$ cat src/rtl/ccff_pkg.sv
// Shared types and constants for the configuration-chain loader.
// This package holds the FSM state encoding and the byte width used by the loader and its counter.
package ccff_pkg;

  localparam int BYTE_W = 8;

  typedef enum logic [2:0] {
    IDLE,
    FETCH,
    SHIFT,
    RB,
    FIN
  } ccff_state_t;

  // The low nbits of v hold the valid bits. They are moved to the top of the byte, and the vacated bits are zero.
  function automatic logic [BYTE_W-1:0] left_justify(input logic [BYTE_W-1:0] v,
                                                     input int nbits);
    return (nbits >= BYTE_W) ? v : (v << (BYTE_W - nbits));
  endfunction

endpackage

$ cat src/rtl/ccff_bit_counter.sv
// Counts the chain bits moved during a load or a readback.
// It flags the end of each byte and the final bit of the chain.
module ccff_bit_counter
  import ccff_pkg::*;
#(
  parameter int CHAIN_LEN = 256,
  parameter int CNT_W     = $clog2(CHAIN_LEN + 1)
) (
  input  logic clk,
  input  logic rst_n,
  input  logic clear,
  input  logic inc,
  output logic byte_last,
  output logic tc_hit
);

  logic [CNT_W-1:0] bit_cnt;
  logic             at_term;

  assign at_term   = (bit_cnt == CNT_W'(CHAIN_LEN));
  assign tc_hit    = (bit_cnt == CNT_W'(CHAIN_LEN - 1));
  assign byte_last = (bit_cnt[2:0] == 3'(BYTE_W - 1));

  // The counter saturates at CHAIN_LEN, so a stray increment can never wrap it.
  always_ff @(posedge clk) begin
    if (!rst_n || clear) begin
      bit_cnt <= '0;
    end else if (inc && !at_term) begin
      bit_cnt <= bit_cnt + CNT_W'(1);
    end
  end

endmodule

$ cat src/rtl/ccff_loader.sv
// This module serially loads the fabric configuration chain from a byte stream.
// It also performs a non-destructive readback by recirculating the chain.
module ccff_loader #(
  parameter int CHAIN_LEN = 256,
  parameter int CNT_W     = $clog2(CHAIN_LEN + 1)
) (
  input  logic       clk,
  input  logic       rst_n,
  input  logic       load_start,
  input  logic       rb_start,
  input  logic [7:0] byte_in,
  input  logic       byte_valid,
  output logic       byte_ready,
  output logic       ccff_head,
  input  logic       ccff_tail,
  output logic       shift_en,
  output logic [7:0] rb_byte,
  output logic       rb_valid,
  output logic       busy,
  output logic       done,
  output logic [7:0] xsum
);

  import ccff_pkg::*;

  localparam int TAIL_BITS = CHAIN_LEN % BYTE_W;

  ccff_state_t       state;
  logic [BYTE_W-1:0] sr;
  logic [BYTE_W-1:0] rb_sr;
  logic [BYTE_W-1:0] rb_next;
  logic              idle_like;
  logic              cnt_clear;
  logic              cnt_inc;
  logic              byte_last;
  logic              tc_hit;

  assign idle_like = (state == IDLE) || (state == FIN);
  assign cnt_clear = idle_like && (load_start || rb_start);
  assign cnt_inc   = (state == SHIFT) || (state == RB);
  assign rb_next   = {rb_sr[BYTE_W-2:0], ccff_tail};

  // During readback the head must follow the tail in the same cycle. For this reason, the chain controls are decoded from the state rather than stored in registers.
  assign shift_en  = cnt_inc;
  assign ccff_head = (state == SHIFT) ? sr[BYTE_W-1] :
                     (state == RB)    ? ccff_tail    : 1'b0;

  ccff_bit_counter #(
    .CHAIN_LEN (CHAIN_LEN),
    .CNT_W     (CNT_W)
  ) u_bit_counter (
    .clk       (clk),
    .rst_n     (rst_n),
    .clear     (cnt_clear),
    .inc       (cnt_inc),
    .byte_last (byte_last),
    .tc_hit    (tc_hit)
  );

  always_ff @(posedge clk) begin
    if (!rst_n) begin
      state      <= IDLE;
      sr         <= '0;
      rb_sr      <= '0;
      xsum       <= '0;
      byte_ready <= 1'b0;
      busy       <= 1'b0;
      done       <= 1'b0;
      rb_valid   <= 1'b0;
      rb_byte    <= '0;
    end else begin
      rb_valid <= 1'b0;
      case (state)
        IDLE, FIN: begin
          if (load_start) begin
            xsum       <= '0;
            done       <= 1'b0;
            busy       <= 1'b1;
            byte_ready <= 1'b1;
            state      <= FETCH;
          end else if (rb_start) begin
            rb_sr <= '0;
            done  <= 1'b0;
            busy  <= 1'b1;
            state <= RB;
          end
        end
        FETCH: begin
          if (byte_valid && byte_ready) begin
            sr         <= byte_in;
            xsum       <= xsum ^ byte_in;
            byte_ready <= 1'b0;
            state      <= SHIFT;
          end
        end
        SHIFT: begin
          sr <= {sr[BYTE_W-2:0], 1'b0};
          if (tc_hit) begin
            busy  <= 1'b0;
            done  <= 1'b1;
            state <= FIN;
          end else if (byte_last) begin
            byte_ready <= 1'b1;
            state      <= FETCH;
          end
        end
        RB: begin
          rb_sr <= rb_next;
          if (byte_last) begin
            rb_valid <= 1'b1;
            rb_byte  <= rb_next;
          end
          // A chain length that is not a multiple of 8 leaves a short final byte. That byte is still delivered.
          if (tc_hit) begin
            busy  <= 1'b0;
            done  <= 1'b1;
            state <= FIN;
            if (TAIL_BITS != 0) begin
              rb_valid <= 1'b1;
              rb_byte  <= left_justify(rb_next, TAIL_BITS);
            end
          end
        end
        default: state <= IDLE;
      endcase
    end
  end

endmodule

$ cat config.mk
export PLATFORM = sky130hd
export DESIGN_NAME = ccff_loader
export DESIGN_NICKNAME = d
export VERILOG_FILES = /design/src/rtl/ccff_pkg.sv /design/src/rtl/ccff_bit_counter.sv /design/src/rtl/ccff_loader.sv
export SDC_FILE = /design/constraint.sdc
export NUM_CORES = 1
export LEC_CHECK = 0
export CORE_ASPECT_RATIO = 0.7
export CORE_UTILIZATION = 35
export DETAILED_ROUTE_END_ITERATION = 16
export GPL_ROUTABILITY_DRIVEN = 0
export PLACE_DENSITY = 0.53
export SLEW_MARGIN = 20
export SYNTH_ARGS = -nofsm -noshare
export SYNTH_HDL_FRONTEND = slang
export SYNTH_SLANG_ARGS = --single-unit
export TNS_END_PERCENT = 10
$ cat constraint.sdc
create_clock -name clk -period 5.2 [get_ports clk]
set_clock_uncertainty 0.15 [all_clocks]
set_input_delay 1.56 -clock clk [delete_from_list [all_inputs] [get_ports clk]]
set_output_delay 1.56 -clock clk [all_outputs]
set_load 0.005 [all_outputs]
# After elaboration in Yosys (flattened, before gate mapping)
# Index checks and enable logic that the tools add are counted.
[word_totals]
regBits = 47
inputBits = 14
out_inout_bits = 22
word_cells = 85
[classes]
n_addsub = 1
eq_ne = 17
n_mux = 31
bitwise_logic = 1
reduce_logical = 25
[op_table]
columns = ["operator", "count"]
rows = [
  ["8-bit case mux with 2 select lines", 2],
  ["8-bit 2-to-1 mux", 3],
  ["3-bit 2-to-1 mux", 6],
  ["7-bit 2-to-1 mux", 2],
  ["2-bit inequality test (second input constant)", 7],
  ["7-bit case mux with 2 select lines", 1],
  ["1-bit 2-to-1 mux", 13],
  ["3-bit case mux with 4 select lines", 1],
  ["9-bit by 1-bit adder with 9-bit output (second input constant)", 1],
  ["9-bit by 8-bit equality test with 1-bit output (second input constant)", 1],
  ["9-bit equality test (second input constant)", 1],
  ["3-bit AND reduction", 3],
  ["2-bit nonzero test", 4],
  ["8-bit bitwise XOR", 1],
  ["3-bit by 2-bit equality test with 1-bit output (second input constant)", 2],
  ["3-bit equality test (second input constant)", 2],
  ["3-bit inequality test (second input constant)", 2],
  ["2-bit AND reduction", 3],
  ["5-bit AND reduction", 1],
  ["1-bit logical OR", 4],
  ["1-bit case mux with 2 select lines", 2],
  ["4-bit AND reduction", 1],
  ["2-bit OR reduction", 2],
  ["3-bit by 1-bit equality test with 1-bit output (second input constant)", 1],
  ["other kinds (6)", 9],
]

# Depth between registers and ports, before layout
# Gate-level depths: netlist (run 1).
[logic_depth]
word_depth = 4
ltp_mapped = 7
ltp_nobuf = 7

# Cells and area by module
# A second synthesis (run 1) with hierarchy kept.
[unflattened]
hier_cells = 239
hier_area_um2 = 2077.0
[by_module_without_submodules]
columns = ["mod", "instances", "cells_each", "area_each_um2", "seq_area_each_um2"]
rows = [
  ["ccff_loader", 1, 184, 1591.5, 760.7],
  ["ccff_bit_counter", 1, 55, 485.5, 180.2],
]

# Least setup slack after synthesis (run 1)
# No wires, ideal clock.
[synth_path]
path_kind = "input to output"
from = "in ccff_tail"
to = "out ccff_head"
t_arrival_ns = 1.757
required_time_ns = 3.490
path_slack_ns = 1.733
path_stages = 1
path_buffers = 0
path_cell_list = "a22o_1"
[synth_between]
elab_chain_cells = 2
[synth_rtl]
columns = ["element", "line", "rtl"]
rows = [
  ["start: declaration", "ccff_loader.sv:15", "input logic ccff_tail,"],
  ["1-bit 2-to-1 mux", "ccff_loader.sv:46", "(state == RB) ? ccff_tail : 1'b0;"],
  ["1-bit 2-to-1 mux", "ccff_loader.sv:45", "assign ccff_head = (state == SHIFT) ? sr[BYTE_W-1] :"],
  ["end: declaration", "ccff_loader.sv:14", "output logic ccff_head,"],
]
# No other way between the ends.

# Worst setup path in the final report (run 1)
# Same ends and word-level chain as after synthesis.

==> results of run 1 <==
-- worst paths after layout --
path,to,slack [ns],cells after the start
worst max-delay path,ccff_head,0.74,3
worst min-delay path,rb_byte[7],0.31,2
worst max register to register,sr[2],3.03,3
worst min register to register,rb_byte[7],0.31,2
-- flip-flops by register name (all words and copies together), names as in the netlist --
name                   count
rb_sr                      7
state                      3
done                       1
xsum                       8
u_bit_counter.bit_cnt      9
rb_valid                   1
byte_ready                 1
sr                         8
rb_byte                    8
busy                       1
-- per-layer routing --
layer | share of wire, % | vias to the layer above
li1 | - | 1014
met1 | 55 | 902
met2 | 40 | 50
met3 | 4.4 | 8
met4 | 0.98 | 0
met5 | 0 | -
-- cell usage after synthesis (all sizes together), types with 2 or more instances --
cell,count
a211oi,9
a21oi,29
a31oi,2
buf,5
clkbuf,15
dfxtp,47
ha,4
inv,8
mux2i,12
nand2,29
nand2b,10
nand3,16
nand3b,9
nand4,4
nand4b,3
nor2,11
nor3,9
nor3b,2
nor4b,2
o211a,2
o211ai,4
o21ai,13
o31ai,3
or2,2
or3,4
or3b,3
or4,3
or4b,2
-- cell usage in the layout, fill, tap and decap left out, types with 2 or more instances in the layout --
master / n
nand3b_1: 9
a211oi_2: 8
nand3_1: 16
nand4_1: 4
or4b_1: 2
a31oi_1: 2
dfxtp_1: 47
a21oi_1: 29
clkbuf_8: 5
nor4b_1: 2
o211ai_1: 4
nand4b_1: 3
mux2i_1: 12
nor3_1: 9
o21ai_0: 3
or3_1: 4
or2_1: 2
clkinvlp_4: 2
nor2_1: 11
or3b_1: 3
nand2b_1: 10
inv_1: 7
clkdlybuf4s50_1: 35
o211a_1: 2
or4_1: 3
o21ai_1: 10
nand2_1: 29
o31ai_1: 3
ha_1: 4
-- cell type report --
cell class	instances	area, um2	share of cell area, %
well taps	78	97.59	3.534
inverters	9	33.78	1.223
clock buffers	5	68.82	2.492
clock inverters	3	20.02	0.7250
multi-input cells	195	1242	44.99
flip-flops and latches	47	940.9	34.07
repair buffers	36	357.8	12.96
-- power by group --
group	leakage (uW)	switching [uW]	internal, uW
sequential	0.000381	28.4	384
combinational	0.000482	89.9	79.9
clock	0.0000402	131	93.8
-- critical path, delay by kind of cell --
| family | cells | cell delay, ns |
|---|---|---|
| buf+inv | 2 | 1.02 |
| compound gates | 1 | 0.17 |
-- logic make-up after synthesis --
logic type,after synthesis,synth area share [%]
AO/OA/AOI/OAI,65,18.60
AND/OR/NAND/NOR,114,27.87
flip-flops,47,40.78
multiplexers,12,5.206
buffers and inverters,29,5.368
adder cells (fa/ha/maj),4,2.169
-- metrics by stage --
stage / worst slack [ns] / hold slack, ns / std cells / instance area, um2
finish: 0.7379 / 0.3071 / 373 / 2761
global route: 0.6850 / 0.3323 / 373 / 2761
detailed placement: 0.7284 / 0.2953 / 365 / 2673
CTS: 0.7232 / 0.3090 / 373 / 2761
global placement: 0.7109 / 0.2932 / 365 / 2673
floorplan: 1.733 / 0.2822 / 271 / 2307
==> impl_metrics.yaml, run 1 <==
die:
  die-width_um: 99.04
  rows: 24
  die_h_um: 69.93
  dieArea_mm2: 0.006926
  fp.coreArea_mm2: 0.006306
  start_util_pct: 36.59
  pin_count: 36
sta:
  worst_slew_pin_slew_ns: 0.6649
  fmax_mhz: 224.1
  relSlewSlack_pct: 55.62
  timing.final.hold_violations: 0
  setup_violations: 0
  setup_tns_ns: 0
  period_minus_slack_ns: 4.462
  final_max_slew_viol_count: 0
  rsz0062_at_grt: "false"
  post-route-period-util_pct: 85.81
drt:
  drc_errors: 0
  firstDrtPassIters: 4
  via_per_inst: 5.292
  drtIter0Drc: 105
  detail-route-antenna-nets: 0
  via_count: 1974
  wl_per_cell_um: 14.20
  finalWirelength_mm: 5.295
clock_network:
  numCtsBuffers: 5
  cts_tree: "built"
  clk_latency_ns: 0.30
  clk_pin_slew_ns: 0.09
  cts.sinks: 47
  cts-root-buf: "clkbuf_8"
  htree_levels: 2
  ctsHoldBuffers: 0
  cts_buffer_depth: 2
  post_cts_buffers: 0
  cts-resized-gates: 0
global_routing:
  grtUsageMet1_pct: 24.34
  grt_pass1_wl_mm: 9.052
  grt_pass1_vias: 1801
  antenna_found_initial: 0
  globalRouteTotalUtil_pct: 16.51
  grt.busiest_layer: "met1"
  use_met2_pct: 23.78
  grt.overflow.total: 0
  gr-usage-met3_pct: 3.704
  grt_max_degree: 37
run:
  cap_violations: 0
finish:
  diodes: 0
  drive_gt1_share_pct: 6.441
  nFillCells: 635
  syn2layout_area_growth_pct: 19.69
  utilization_pct: 43.79
  final_nets: 312
logic_synthesis:
  synth.distinct_cells: 43
  synth-warning-count: 0
  synth-edff-count: 0
  yosys_most_used_dff: "dfxtp_1"
  synth_seq_cells: 47
  avgSynthCellArea_um2: 8.514
  async_flop_share_pct: 0
  synth_area_leaders: "dfxtp_1 41%, a21oi_1 6.3%, mux2i_1 5.2%, nand2_1 4.7%, a211oi_2 4.3%"
  synth_top_cell_area_share_pct: 40.78
  syn_inst: 271
  syn_nets: 289
  yosysTopAreaCell: "dfxtp_1"
  ys_seq_area_share_pct: 40.78
  syn_area_mm2: 0.002307
place:
  dp_hpwl_mm: 3.656
  portBuffers: 35
power_and_ir_drop:
  power_density_mw_per_mm2: 292.1
  finalPower_uw: 806.7
  ir_worst_vdd_v: 0.0001055
  p_leak_uw: 0.0009033
worst_setup_path:
  worstSetupStartpoint: "ccff_tail"
  worstReg2RegStart: "state[0]"
  crit_chain: "clkdlybuf4s50_1 -> a22o_1 -> clkdlybuf4s50_1"
  cpMostUsedCell: "clkdlybuf4s50_1"
  end_kind: "output pin"
  cp_slowest_stage_delay_ns: 0.53
  cp.required_ns: 3.49
  critPathLaunchType: "primary input"
  critPathMaxFanout: 3
  critPathSlowestCell: "clkdlybuf4s50_1"
  critPathKind: "in -> out"
  critPathArrivalTime_ns: 2.75
status:
  status: "finished, final reports clean"
worst_hold_path:
  hold_start: "rb_byte[7]"
  min_path_type: "reg -> reg"
Power figures use the tool's default switching activity.
==> run 2: changes to the inputs <==
- CELL_PAD_IN_SITES_DETAIL_PLACEMENT: not set -> 0
- CELL_PAD_IN_SITES_GLOBAL_PLACEMENT: not set -> 2
- CORE_UTILIZATION: 35 -> 34
- PLACE_DENSITY: 0.53 -> 0.8
==> impl_metrics.yaml, run 2 (same netlist as run 1, synthesis figures left out) <==
status:
  status: "finished, final reports clean"
clock_network:
  post_cts_buffers: 0
  htree_levels: 2
  cts_tree: "built"
  clk_latency_ns: 0.30
  cts-root-buf: "clkbuf_8"
  cts_buffer_depth: 2
  ctsHoldBuffers: 0
  cts.sinks: 47
  numCtsBuffers: 5
  clk_pin_slew_ns: 0.10
  cts-resized-gates: 0
sta:
  post-route-period-util_pct: 85.74
  period_minus_slack_ns: 4.459
  setup_tns_ns: 0
  timing.final.hold_violations: 0
  layout_setup_ws_ns: 0.7414
  fmax_mhz: 224.3
  setup_violations: 0
  hold_slack_ns: 0.3061
  final_max_slew_viol_count: 0
  rsz0062_at_grt: "false"
  worst_slew_pin_slew_ns: 0.6636
  relSlewSlack_pct: 55.70
worst_setup_path:
  worstSetupStartpoint: "ccff_tail"
  critPathArrivalTime_ns: 2.75
  critPathKind: "in -> out"
  critPathLaunchType: "primary input"
  cp.required_ns: 3.49
  crit_chain: "clkdlybuf4s50_1 -> a22o_1 -> clkdlybuf4s50_1"
  end_kind: "output pin"
  cpMostUsedCell: "clkdlybuf4s50_1"
  critPathMaxFanout: 3
  cp_slowest_stage_delay_ns: 0.54
  critPathSlowestCell: "clkdlybuf4s50_1"
  worstReg2RegStart: "state[0]"
global_routing:
  globalRouteTotalUtil_pct: 16.31
  grt_max_degree: 38
  grt_pass1_wl_mm: 9.128
  grt.overflow.total: 0
  antenna_found_initial: 0
  grt_pass1_vias: 1839
die:
  dieArea_mm2: 0.007125
  pin_count: 36
  die_h_um: 70.92
  die-width_um: 100.5
  start_util_pct: 36.07
  fp.coreArea_mm2: 0.006396
  rows: 24
power_and_ir_drop:
  p_leak_uw: 0.0009250
  ir_worst_vdd_v: 0.0001591
  power_density_mw_per_mm2: 311.8
drt:
  drc_errors: 0
  top_layer: "met4"
  firstDrtPassIters: 4
  wl_met2_mm: 2.205
  via_count: 1966
  dr_wl_met3_um: 236
  via_per_inst: 5.093
  wl_per_cell_um: 14.04
  drtIter0Drc: 58
  detail-route-antenna-nets: 0
  wl_met1_mm: 2.946
  finalWirelength_mm: 5.421
finish:
  largest_reg_flops: 9
  final_nets: 312
  mostFrequentLayoutCells: "47 x dfxtp_1, 35 x clkdlybuf4s50_1, 29 x nand2_1, 29 x a21oi_1, 16 x nand3_1"
  mostFrequentLayoutCell: "dfxtp_1"
  top_register: "u_bit_counter.bit_cnt"
  diodes: 0
  syn2layout_area_growth_pct: 21.80
  drive_gt1_share_pct: 6.441
place:
  dp_hpwl_mm: 3.641
  portBuffers: 35
  place_ws_ns: 0.7287
worst_hold_path:
  hold_start: "rb_byte[2]"
  min_path_type: "reg -> reg"
run:
  cap_violations: 0
==> run 2: cell count changes in the layout (fill, tap and decap cells not counted), sizes merged <==
cell	previous run	this run
clkinvlp	2	0
clkbuf	5	6
inv	8	9
clkinv	2	1
bufinv	0	1
==> run 2: through the flow <==
stage          power, uW  util (%)  instances  cell area (um2)
2_1_floorplan      541.5         -        271             2307
3_3_place_gp       591.6     42.04        378             2689
3_5_place_dp       590.8     42.04        378             2689
4_1_cts            884.4     43.94        386             2810
5_1_grt            921.3     43.94        386             2810
6_report           876.1     43.94        386             2810
==> run 2: where the power goes <==
part           leakage [uW]  total (uW)  switching (uW)  internal [uW]
combinational      0.000482         170            90.1           79.8
clock             0.0000618         294             135            158
sequential         0.000381         413            29.1            384
==> run 2: path summary, 6_finish.rpt <==
| path | to | slack [ns] | depth (start not counted) |
|---|---|---|---|
| worst min register to register | rb_byte[2] | 0.31 | 2 |
| worst max-delay path | ccff_head | 0.74 | 3 |
| worst max register to register | sr[3] | 3.01 | 3 |
| worst min-delay path | rb_byte[2] | 0.31 | 2 |
==> run 2: layer usage <==
metal / GRT usage, % / up-vias
met5: 0 / -
met4: 3.382 / 0
met3: 3.458 / 5
met2: 24.58 / 46
met1: 23.92 / 894
li1: - / 1021
==> run 2: layout make-up <==
| class | count | area (um2) |
|---|---|---|
| Fill cell | 684 | 3586 |
| Sequential cell | 47 | 940.9 |
| Timing Repair Buffer | 36 | 357.8 |
| Tap cell | 91 | 113.9 |
| Clock inverter | 2 | 38.79 |
| Clock buffer | 6 | 82.58 |
| Multi-Input combinational cell | 195 | 1242 |
| Inverter | 9 | 33.78 |
==> run 2: worst max-delay path, delay by kind of cell <==
family / cells / cell delay (ns)
AOI/OAI and AO/OA: 1 / 0.16
buffers and inverters: 2 / 1.03
==> run 3: changes to the inputs <==
- ABC_AREA: not set -> 1
- CORE_UTILIZATION: 34 -> 31
- SKIP_LAST_GASP: not set -> 1
==> impl_metrics.yaml, run 3 <==
status:
  status: "finished, final reports clean"
logic_synthesis:
  synth-compound-area-share_pct: 8.610
  synth_area_leaders: "dfxtp_1 41%, nand2_1 19%, nor2_1 6.7%, nand3_1 6.5%, a21oi_1 5.4%"
  synth-edff-count: 0
  syn_nets: 352
  synth_seq_cells: 47
  syn_inst: 334
  synth_fa_ha_area_share_pct: 2.180
  async_flop_share_pct: 0
  yosys_most_used_dff: "dfxtp_1"
  ys_seq_area_share_pct: 40.98
  synth-warning-count: 0
  synth.top_cells.by_count: "116 x nand2_1, 47 x dfxtp_1, 41 x nor2_1"
  synth_top_family_by_area: "simple AND/OR/NAND/NOR gates"
  synthSimpleGateAreaFrac_pct: 38.86
  syn_area_mm2: 0.002296
  yosysTopAreaCell: "dfxtp_1"
  synthMuxAreaShare_pct: 0
  yosysMostFrequentCell: "nand2_1"
  synth.distinct_cells: 23
  avgSynthCellArea_um2: 6.874
  synth_xor_area_share_pct: 3.433
  synth_top_cell_area_share_pct: 40.98
die:
  dieArea_mm2: 0.007760
  die_h_um: 74.01
  rows: 25
  die-width_um: 104.9
  start_util_pct: 33.06
  pin_count: 36
  fp.coreArea_mm2: 0.006944
clock_network:
  cts-resized-gates: 0
  cts_tree: "built"
  clk_pin_slew_ns: 0.09
  clk_latency_ns: 0.30
  post_cts_buffers: 0
  numCtsBuffers: 5
  cts-root-buf: "clkbuf_8"
  ctsHoldBuffers: 0
  htree_levels: 2
  cts_buffer_depth: 2
  cts.sinks: 47
place:
  dp_hpwl_mm: 4.182
  dp_cells: 457
  portBuffers: 35
  place_ws_ns: 0.8205
finish:
  syn2layout_area_growth_pct: 24.03
  final_nets: 388
  largest_reg_flops: 9
  top_register: "u_bit_counter.bit_cnt"
  mostFrequentLayoutCells: "116 x nand2_1, 47 x dfxtp_1, 41 x nor2_1, 35 x clkdlybuf4s50_1, 30 x nand3_1"
  diodes: 0
  finalNonFillerCells: 465
  drive_gt1_share_pct: 5.930
  mostFrequentLayoutCell: "nand2_1"
worst_setup_path:
  end_kind: "output pin"
  critPathKind: "in -> out"
  worstReg2RegStart: "u_bit_counter.bit_cnt[0]"
  worstSetupStartpoint: "ccff_tail"
  critPathLaunchType: "primary input"
  cp.required_ns: 3.49
  critPathMaxFanout: 2
  critPathArrivalTime_ns: 2.67
sta:
  setup_tns_ns: 0
  setup_violations: 0
  period_minus_slack_ns: 4.378
  layout_setup_ws_ns: 0.8221
  hold_slack_ns: 0.3002
  post-route-period-util_pct: 84.19
  worst_slew_pin_slew_ns: 0.7841
  fmax_mhz: 228.4
  timing.final.hold_violations: 0
  relSlewSlack_pct: 47.57
  final_max_slew_viol_count: 0
  rsz0062_at_grt: "false"
power_and_ir_drop:
  internal_power_uw: 731.9
  clock_power_share_pct: 24.1
  power_density_mw_per_mm2: 414.9
  power_switching_uw: 449.7
  ir_worst_vdd_v: 0.0001348
  finalPower_uw: 1182
  p_seq_share_pct: 38.7
  p_leak_uw: 0.001153
  swShare_pct: 38.06
  p_comb_share_pct: 37.2
global_routing:
  grt.overflow.total: 0
  grt_pass1_wl_mm: 9.963
  grt_pass1_vias: 2025
  grt_max_degree: 21
  antenna_found_initial: 0
  globalRouteTotalUtil_pct: 16.25
drt:
  wl_per_cell_um: 12.53
  via_per_inst: 4.544
  via_count: 2113
  drc_errors: 0
  firstDrtPassIters: 4
  drtIter0Drc: 78
  finalWirelength_mm: 5.828
  detail-route-antenna-nets: 0
worst_hold_path:
  hold_start: "busy"
  min_path_type: "reg -> reg"
run:
  cap_violations: 0
-- run 3: cell count changes in the layout (fill, tap and decap cells not counted), sizes merged, moves of 9 or more --
cell | previous run | this run
nand2 | 29 | 118
nand2b | 10 | 0
nand3b | 9 | 0
mux2i | 12 | 0
nor2 | 11 | 45
a211oi | 9 | 0
nand3 | 16 | 32
inv | 9 | 26
-- run 3: final cells by class --
type / count / area (um2)
clock buffer: 6 / 82.58
clock inverter: 2 / 35.03
fill: 748 / 4096
inverter: 26 / 102.6
multi-input combinational: 255 / 1219
sequential: 47 / 940.9
tap: 94 / 117.6
timing repair buffer: 35 / 350.3
-- run 3: final timing paths --
kind | slack, ns | to | cells after the start
setup reg to reg | 3.04 | state[0] | 12
setup / recovery | 0.82 | ccff_head | 4
hold / removal | 0.30 | busy | 2
hold reg to reg | 0.30 | busy | 2
-- run 3: per-stage QoR --
step	utilization [%]	area (um2)
3_3_place_gp	39.32	2730
2_1_floorplan	-	2296
3_5_place_dp	39.32	2730
4_1_cts	41.01	2848
5_1_grt	41.01	2848
6_report	41.01	2848
-- run 3: power by group through the flow --
| stage | registers [uW] | logic (uW) | clock network [uW] |
|---|---|---|---|
| CTS | 457 | 445 | 293 |
| global route | 469 | 501 | 308 |
| global placement | 465 | 449 | 0 |
| detailed placement | 466 | 444 | 0 |
| floorplan | 458 | 322 | 0 |
| finish | 458 | 439 | 285 |
-- run 3: cell families after synthesis --
| logic type | count (synthesis) |
|---|---|
| AND/OR/NAND/NOR | 203 |
| flip-flops | 47 |
| AO/OA/AOI/OAI | 39 |
| buffers and inverters | 32 |
| XOR/XNOR | 9 |
| adder cells (fa/ha/maj) | 4 |
-- run 3: worst max-delay path, stage by stage --
cell and delay (ns):
clkdlybuf4s50_1 0.48, nand2_1 0.07, nand2_1 0.07, clkdlybuf4s50_1 0.49
-- run 3: per-layer routing --
layer  GRT usage [%]  wire length, um
met1           24.44             3418
met2           24.21             2194
met5               0                0
met3           3.330              180
met4           2.817               35
